===== src/rtl/execute_stage.sv =====
`default_nettype none
// ============================================================================
//  Module      : execute_stage
//  Description : RV64I execute stage. Forwards operands from EX/MEM and MEM/WB,
//                evaluates the ALU, resolves branches and jumps into a
//                redirect, and runs MUL on an iterative radix-2^MUL_BITS
//                multiplier that stalls the front end through ex_busy.
//                Drives the registered EX/MEM pipeline register.
//  Ports       : clk, rst (sync, active-low)
//                ID/EX   : pc/rs1/rs2/imm/branch_target data, rs1/rs2/rd
//                          addresses, funct3/funct7/opcode, control bits
//                MEM/WB  : wb_reg_write, wb_rd_addr, wb_data (forward source)
//                mem_stall : memory stage back-pressure, EX/MEM holds
//                ex_busy   : multiplier occupying EX
//                redirect, redirect_pc : taken branch / jump
//                exm_*     : EX/MEM pipeline register outputs
//  Revision    : 1.0 - initial release
// ============================================================================
module execute_stage #(
    parameter int MUL_BITS = 4
) (
    input  logic        clk,
    input  logic        rst,
    input  logic [63:0] pc_in,
    input  logic [63:0] rs1_data_in,
    input  logic [63:0] rs2_data_in,
    input  logic [63:0] imm_in,
    input  logic [63:0] branch_target_in,
    input  logic [4:0]  rs1_addr_in,
    input  logic [4:0]  rs2_addr_in,
    input  logic [4:0]  rd_addr_in,
    input  logic [2:0]  funct3_in,
    input  logic [6:0]  funct7_in,
    input  logic [6:0]  opcode_in,
    input  logic        mem_read_in,
    input  logic        mem_write_in,
    input  logic        reg_write_in,
    input  logic        mem_to_reg_in,
    input  logic        alu_src_in,
    input  logic        branch_in,
    input  logic        jump_in,
    input  logic        wb_reg_write,
    input  logic [4:0]  wb_rd_addr,
    input  logic [63:0] wb_data,
    input  logic        mem_stall,
    output logic        ex_busy,
    output logic        redirect,
    output logic [63:0] redirect_pc,
    output logic [63:0] exm_alu_result,
    output logic [63:0] exm_store_data,
    output logic [4:0]  exm_rd_addr,
    output logic [2:0]  exm_funct3,
    output logic        exm_mem_read,
    output logic        exm_mem_write,
    output logic        exm_reg_write,
    output logic        exm_mem_to_reg
);

    localparam int c_N_ITER = 64 / MUL_BITS;
    localparam int c_CNT_W  = (c_N_ITER > 1) ? $clog2(c_N_ITER) : 1;
    localparam logic [c_CNT_W-1:0] c_CNT_LAST = c_CNT_W'(c_N_ITER - 1);

    localparam logic [1:0] c_IDLE = 2'd0;
    localparam logic [1:0] c_ITER = 2'd1;
    localparam logic [1:0] c_DONE = 2'd2;

    localparam logic [6:0] c_OP_LUI    = 7'b0110111;
    localparam logic [6:0] c_OP_AUIPC  = 7'b0010111;
    localparam logic [6:0] c_OP_JAL    = 7'b1101111;
    localparam logic [6:0] c_OP_JALR   = 7'b1100111;
    localparam logic [6:0] c_OP_BRANCH = 7'b1100011;
    localparam logic [6:0] c_OP_LOAD   = 7'b0000011;
    localparam logic [6:0] c_OP_STORE  = 7'b0100011;
    localparam logic [6:0] c_OP_IMM    = 7'b0010011;
    localparam logic [6:0] c_OP_REG    = 7'b0110011;
    localparam logic [6:0] c_F7_MULDIV = 7'b0000001;

    logic [1:0]         r_state;
    logic [c_CNT_W-1:0] r_cnt;
    logic [63:0]        r_acc;
    logic [63:0]        r_mul_a;
    logic [63:0]        r_mul_b;
    logic [4:0]         r_mul_rd;
    logic [2:0]         r_mul_f3;
    logic               r_mul_rw;

    logic        w_valid;
    logic        w_is_mul;
    logic [63:0] w_rs1_fwd;
    logic [63:0] w_rs2_fwd;
    logic [63:0] w_op_b;
    logic [5:0]  w_shamt;
    logic [63:0] w_alu_result;
    logic        w_taken;
    logic [63:0] w_pp;

    // opcode 0 is the bubble encoding inserted by the hazard unit
    assign w_valid  = (opcode_in != 7'd0);
    assign w_is_mul = (opcode_in == c_OP_REG) && (funct7_in == c_F7_MULDIV) &&
                      (funct3_in == 3'b000);

    // Youngest producer wins; a load in EX/MEM has no data yet, so it is
    // skipped and the hazard unit is responsible for the load-use stall.
    always_comb begin
        w_rs1_fwd = rs1_data_in;
        if (rs1_addr_in != 5'd0) begin
            if (exm_reg_write && !exm_mem_read && (exm_rd_addr == rs1_addr_in))
                w_rs1_fwd = exm_alu_result;
            else if (wb_reg_write && (wb_rd_addr == rs1_addr_in))
                w_rs1_fwd = wb_data;
        end
        w_rs2_fwd = rs2_data_in;
        if (rs2_addr_in != 5'd0) begin
            if (exm_reg_write && !exm_mem_read && (exm_rd_addr == rs2_addr_in))
                w_rs2_fwd = exm_alu_result;
            else if (wb_reg_write && (wb_rd_addr == rs2_addr_in))
                w_rs2_fwd = wb_data;
        end
    end

    assign w_op_b  = alu_src_in ? imm_in : w_rs2_fwd;
    assign w_shamt = w_op_b[5:0];

    always_comb begin
        w_alu_result = 64'd0;
        case (opcode_in)
            c_OP_LUI:               w_alu_result = imm_in;
            c_OP_AUIPC:             w_alu_result = pc_in + imm_in;
            c_OP_JAL, c_OP_JALR:    w_alu_result = pc_in + 64'd4;
            c_OP_LOAD, c_OP_STORE:  w_alu_result = w_rs1_fwd + imm_in;
            c_OP_IMM, c_OP_REG: begin
                // M-extension encodings other than MUL produce 0
                if (!((opcode_in == c_OP_REG) && (funct7_in == c_F7_MULDIV))) begin
                    case (funct3_in)
                        3'b000: w_alu_result = ((opcode_in == c_OP_REG) && funct7_in[5]) ?
                                               (w_rs1_fwd - w_op_b) : (w_rs1_fwd + w_op_b);
                        3'b001: w_alu_result = w_rs1_fwd << w_shamt;
                        3'b010: w_alu_result = {63'd0, ($signed(w_rs1_fwd) < $signed(w_op_b))};
                        3'b011: w_alu_result = {63'd0, (w_rs1_fwd < w_op_b)};
                        3'b100: w_alu_result = w_rs1_fwd ^ w_op_b;
                        3'b101: w_alu_result = funct7_in[5] ? ($signed(w_rs1_fwd) >>> w_shamt)
                                                            : (w_rs1_fwd >> w_shamt);
                        3'b110: w_alu_result = w_rs1_fwd | w_op_b;
                        default: w_alu_result = w_rs1_fwd & w_op_b;
                    endcase
                end
            end
            default: w_alu_result = 64'd0;
        endcase
    end

    always_comb begin
        w_taken = 1'b0;
        case (funct3_in)
            3'b000: w_taken = (w_rs1_fwd == w_rs2_fwd);
            3'b001: w_taken = (w_rs1_fwd != w_rs2_fwd);
            3'b100: w_taken = ($signed(w_rs1_fwd) <  $signed(w_rs2_fwd));
            3'b101: w_taken = ($signed(w_rs1_fwd) >= $signed(w_rs2_fwd));
            3'b110: w_taken = (w_rs1_fwd <  w_rs2_fwd);
            3'b111: w_taken = (w_rs1_fwd >= w_rs2_fwd);
            default: w_taken = 1'b0;
        endcase
    end

    // Busy is raised in the same cycle the MUL is first seen so the front end
    // freezes immediately, and drops in DONE so the MUL can leave ID/EX.
    assign ex_busy = ((r_state == c_IDLE) && w_is_mul) || (r_state == c_ITER);

    assign redirect = w_valid && ((branch_in && w_taken) || jump_in) &&
                      !mem_stall && !ex_busy;
    assign redirect_pc = (opcode_in == c_OP_JALR) ? ((w_rs1_fwd + imm_in) & ~64'd1)
                                                  : branch_target_in;

    // r_mul_a is pre-shifted each step, so a*digit already carries the
    // cnt*MUL_BITS weight of the current digit.
    assign w_pp = r_mul_a * 64'(r_mul_b[MUL_BITS-1:0]);

    always_ff @(posedge clk) begin
        if (!rst) begin
            r_state  <= c_IDLE;
            r_cnt    <= '0;
            r_acc    <= 64'd0;
            r_mul_a  <= 64'd0;
            r_mul_b  <= 64'd0;
            r_mul_rd <= 5'd0;
            r_mul_f3 <= 3'd0;
            r_mul_rw <= 1'b0;
        end else begin
            case (r_state)
                c_IDLE: begin
                    if (w_is_mul) begin
                        r_mul_a  <= w_rs1_fwd;
                        r_mul_b  <= w_rs2_fwd;
                        r_acc    <= 64'd0;
                        r_cnt    <= '0;
                        r_mul_rd <= rd_addr_in;
                        r_mul_f3 <= funct3_in;
                        r_mul_rw <= reg_write_in;
                        r_state  <= c_ITER;
                    end
                end
                c_ITER: begin
                    r_acc   <= r_acc + w_pp;
                    r_mul_a <= r_mul_a << MUL_BITS;
                    r_mul_b <= r_mul_b >> MUL_BITS;
                    r_cnt   <= r_cnt + c_CNT_W'(1);
                    if (r_cnt == c_CNT_LAST)
                        r_state <= c_DONE;
                end
                c_DONE: begin
                    if (!mem_stall)
                        r_state <= c_IDLE;
                end
                default: r_state <= c_IDLE;
            endcase
        end
    end

    always_ff @(posedge clk) begin
        if (!rst) begin
            exm_alu_result <= 64'd0;
            exm_store_data <= 64'd0;
            exm_rd_addr    <= 5'd0;
            exm_funct3     <= 3'd0;
            exm_mem_read   <= 1'b0;
            exm_mem_write  <= 1'b0;
            exm_reg_write  <= 1'b0;
            exm_mem_to_reg <= 1'b0;
        end else if (!mem_stall) begin
            if (r_state == c_DONE) begin
                exm_alu_result <= r_acc;
                exm_store_data <= 64'd0;
                exm_rd_addr    <= r_mul_rd;
                exm_funct3     <= r_mul_f3;
                exm_mem_read   <= 1'b0;
                exm_mem_write  <= 1'b0;
                exm_reg_write  <= r_mul_rw;
                exm_mem_to_reg <= 1'b0;
            end else if (ex_busy || !w_valid) begin
                exm_alu_result <= 64'd0;
                exm_store_data <= 64'd0;
                exm_rd_addr    <= 5'd0;
                exm_funct3     <= 3'd0;
                exm_mem_read   <= 1'b0;
                exm_mem_write  <= 1'b0;
                exm_reg_write  <= 1'b0;
                exm_mem_to_reg <= 1'b0;
            end else begin
                exm_alu_result <= w_alu_result;
                exm_store_data <= w_rs2_fwd;
                exm_rd_addr    <= rd_addr_in;
                exm_funct3     <= funct3_in;
                exm_mem_read   <= mem_read_in;
                exm_mem_write  <= mem_write_in;
                exm_reg_write  <= reg_write_in;
                exm_mem_to_reg <= mem_to_reg_in;
            end
        end
    end

endmodule
`default_nettype wire


===== config.mk =====
export PLATFORM = sky130hd
export DESIGN_NAME = execute_stage
export DESIGN_NICKNAME = d
export VERILOG_FILES = /design/src/rtl/execute_stage.sv
export SDC_FILE = /design/constraint.sdc
export NUM_CORES = 2
export LEC_CHECK = 0
export CAP_MARGIN = 20
export CORE_MARGIN = 3
export CORE_UTILIZATION = 26
export DETAILED_ROUTE_END_ITERATION = 8
export GPL_TIMING_DRIVEN = 1
export HOLD_SLACK_MARGIN = 0.12
export SYNTH_ARGS = -nofsm -noshare
export SYNTH_HDL_FRONTEND = slang
export SYNTH_SLANG_ARGS = --single-unit

===== constraint.sdc =====
create_clock -name clk -period 9.3 [get_ports clk]
set_clock_uncertainty 0.15 [all_clocks]
set_input_delay 1.86 -clock clk [delete_from_list [all_inputs] [get_ports clk]]
set_output_delay 1.86 -clock clk [all_outputs]
set_load 0.01 [all_outputs]

==> results.sh <==
export IMPL_status="finished with violations"
export IMPL_violations="design-rule violations, max-slew violations"
export IMPL_combPwrFrac=0.591
export IMPL_gp_congestion=1.115
export IMPL_drc_errors=3
export IMPL_path_clk_slew_ps=70
export IMPL_postCtsHoldBufs=0
export IMPL_grt_pass1_wl_um=633300
export IMPL_num_rows=170
export IMPL_start_util=0.2630
export IMPL_tns_ps=0
export IMPL_cp_end_kind="output pin"
export IMPL_ir_worst_vdd_uv=127.0
export IMPL_p_int_mw=4.374
export IMPL_netlist_instances=8097
export IMPL_clock_latency_ps=680
export IMPL_crit_slowest_cell="or4b_4"
export IMPL_finalMaxSlewViolations=1
export IMPL_synth_avg_cell_area_um2=7.012
export IMPL_power_switching_share=0.4875
export IMPL_slowest_delay_ps=520
export IMPL_drive_gt1_frac=0.1628
export IMPL_yosysWarningCount=0
export IMPL_port_buffers=637
export IMPL_p_sw_mw=4.160
export IMPL_pin_count=638
export IMPL_die_y_um=473.3
export IMPL_critical_path_class="input port to output pin"
export IMPL_slew_headroom=-0.02816
export IMPL_synth_most_common_cell="nand2_1"
export IMPL_worst_slew_pin_slew_ps=1542
export IMPL_startpoint_type="input port"
export IMPL_ant_nets=0
export IMPL_place_area_um2=73770
export IMPL_fin_total_pwr_mw=8.534
export IMPL_cts_root_buf="clkbuf_16"
export IMPL_ys_ff_latch=347
export IMPL_areaGrowthSynthToFinish_pct=35.56
export IMPL_period_minus_slack_ps=9195
export IMPL_power_frac_seq=0.181
export IMPL_worstPathMaxFanout=5
export IMPL_worst_endpoint_arrival_ps=7190
export IMPL_detail_route_wl_per_cell_um=38.96
export IMPL_cts_tree="built"
export IMPL_synthTopCellsByArea="dfxtp_1 (12%), ha_1 (10%), nand2_1 (8.5%)"
export IMPL_synth_edf_count=0
export IMPL_vias=75460
export IMPL_clock_sinks=347
export IMPL_hpwl_um=395600
export IMPL_drt_iter0_markers=10580
export IMPL_grt_max_degree=102
export IMPL_final_core_util=0.3565
export IMPL_die_area_um2=224000
export IMPL_syn_area_um2=56780
export IMPL_synth_top_area_cell="dfxtp_1"
export IMPL_grt_pass1_vias=70350
export IMPL_ys_seq_area_frac=0.1224
export IMPL_fillCellCount=23040
export IMPL_track_usage=0.4090
export IMPL_via_per_inst=6.128
export IMPL_place_ws_ps=-1411
export IMPL_numCtsBuffers=44
export IMPL_p_per_area_nw_per_um2=110.9
export IMPL_synth_top_area_share=0.1224
export IMPL_syn_nets=9165
export IMPL_setup_viol=0
export IMPL_multi_input_area_um2=47030
export IMPL_core_area_um2=215900
export IMPL_postLayoutCellArea_um2=76960
export IMPL_clock_path_buffers=3
export IMPL_antenna_found_initial=50
export IMPL_die_x_um=473.3
export IMPL_required_ps=7290
export IMPL_ys_top_cells_by_count="nand2_1 (1279), a21oi_1 (781), o21ai_0 (530)"
export IMPL_regArea_um2=6950
export IMPL_globalRouteOverflowTotal=0
export IMPL_wl_um=479700
export IMPL_crit_top_cell="buf_4"
export IMPL_num_nets_final=10470
export IMPL_hold_viol=0
export IMPL_clock_fmax_mhz=108.8
export IMPL_async_flop_share=0
export IMPL_min_path_cells=2
export IMPL_cap_viol_max_count=0
export IMPL_hold_path_class="register to register"
export IMPL_ys_flop_type="dfxtp_1"
export IMPL_fin_ws_ps=104.7
export IMPL_htreeDepth=2
export IMPL_power_leakage_nw=34.22
export IMPL_reg2reg_depth=26
export IMPL_ys_types=115
export IMPL_clkPwrFrac=0.228
export IMPL_dr_pass1_iters=9
export IMPL_min_period_over_period=0.9887
## per-stage QoR
stage,instances,hold slack [ps]
after detailed placement,12140,308.8
after floorplan,8097,282.4
after CTS,12250,317.8
final,12310,316.8
after global routing,12280,335.2
after global placement,12140,300.4
## placed cells by master (no fill, tap or decap), types with 97 or more instances in the layout
cell,count
nor3_1,110
nand2_1,1268
dfxtp_1,344
nand4_1,145
a21oi_1,757
and2_1,180
buf_4,1086
o21ai_0,501
fa_1,183
mux2i_1,404
clkdlybuf4s50_1,603
ha_1,442
inv_1,395
nor2_1,482
nand3_1,265
a21o_1,167
xnor2_1,200
o22ai_1,97
## layout make-up
type	count	share of cell area
multi-input cells	6775	0.6111
repair buffers	1813	0.2108
flip-flops and latches	347	0.09031
well taps	2838	0.04614
inverters	419	0.02065
clock buffers	55	0.01562
clock inverters	26	0.004048
diodes	41	0.001333
## timing repair
item / in CTS / in global routing
endpoints found under the setup margin: 47 / 31
setup buffers: 31 / 19
pin swaps: 58 / 54
resized for setup: 180 / 108
endpoints found under the hold margin: 0 / 0
gates cloned: 3 / 2
## power groups by stage
| stage | clock network, mW | logic, mW | registers [mW] |
|---|---|---|---|
| 3_3_place_gp | 0 | 4.75 | 1.58 |
| 6_report | 1.94 | 5.05 | 1.54 |
| 2_1_floorplan | 0 | 2.05 | 1.57 |
| 4_1_cts | 1.96 | 4.81 | 1.54 |
| 5_1_grt | 2.01 | 5.13 | 1.54 |
| 3_5_place_dp | 0 | 4.71 | 1.58 |
## path summary, 6_finish.rpt
| kind | startpoint | end | slack (ps) |
|---|---|---|---|
| min reg2reg | r_mul_rd[2]$_SDFFE_PN0P_ | r_mul_rd[2]$_SDFFE_PN0P_ | 320 |
| max reg2reg | exm_rd_addr[4]$_SDFFE_PN0N_ | exm_alu_result[0]$_SDFFE_PN0N_ | 1790 |
| max | rs1_addr_in[1] | redirect_pc[63] | 100 |
| min | r_mul_rd[2]$_SDFFE_PN0P_ | r_mul_rd[2]$_SDFFE_PN0P_ | 320 |
## cells by family (layout without fill, tap and decap cells)
kind of cell	Yosys count	after routing	synth area share
AO/OA/AOI/OAI	2609	2609	0.2986
buffers and inverters	975	2313	0.06805
AND/OR/NAND/NOR	2804	2804	0.2251
other	0	41	0
multiplexers	416	416	0.07363
XOR/XNOR	310	310	0.04782
adder cells (fa/ha/maj)	636	636	0.1645
flip-flops	347	347	0.1224
## routing by layer
layer / vias to the layer above / GRT usage / routed length (um)
li1: 31850 / - / -
met1: 36930 / 0.4868 / 180500
met2: 5180 / 0.6020 / 197600
met3: 1479 / 0.09165 / 43120
met4: 28 / 0.3931 / 58350
met5: - / 0 / 219
## critical path: cells and delay by family
kind / cells / cell delay (ps)
adder cells (fa/ha/maj): 1 / 320
AND/OR/NAND/NOR: 5 / 1120
buffers and inverters: 8 / 1410
XOR/XNOR: 2 / 350
AO/OA/AOI/OAI: 11 / 2080
Note: power is estimated with default switching activity, not from simulation.
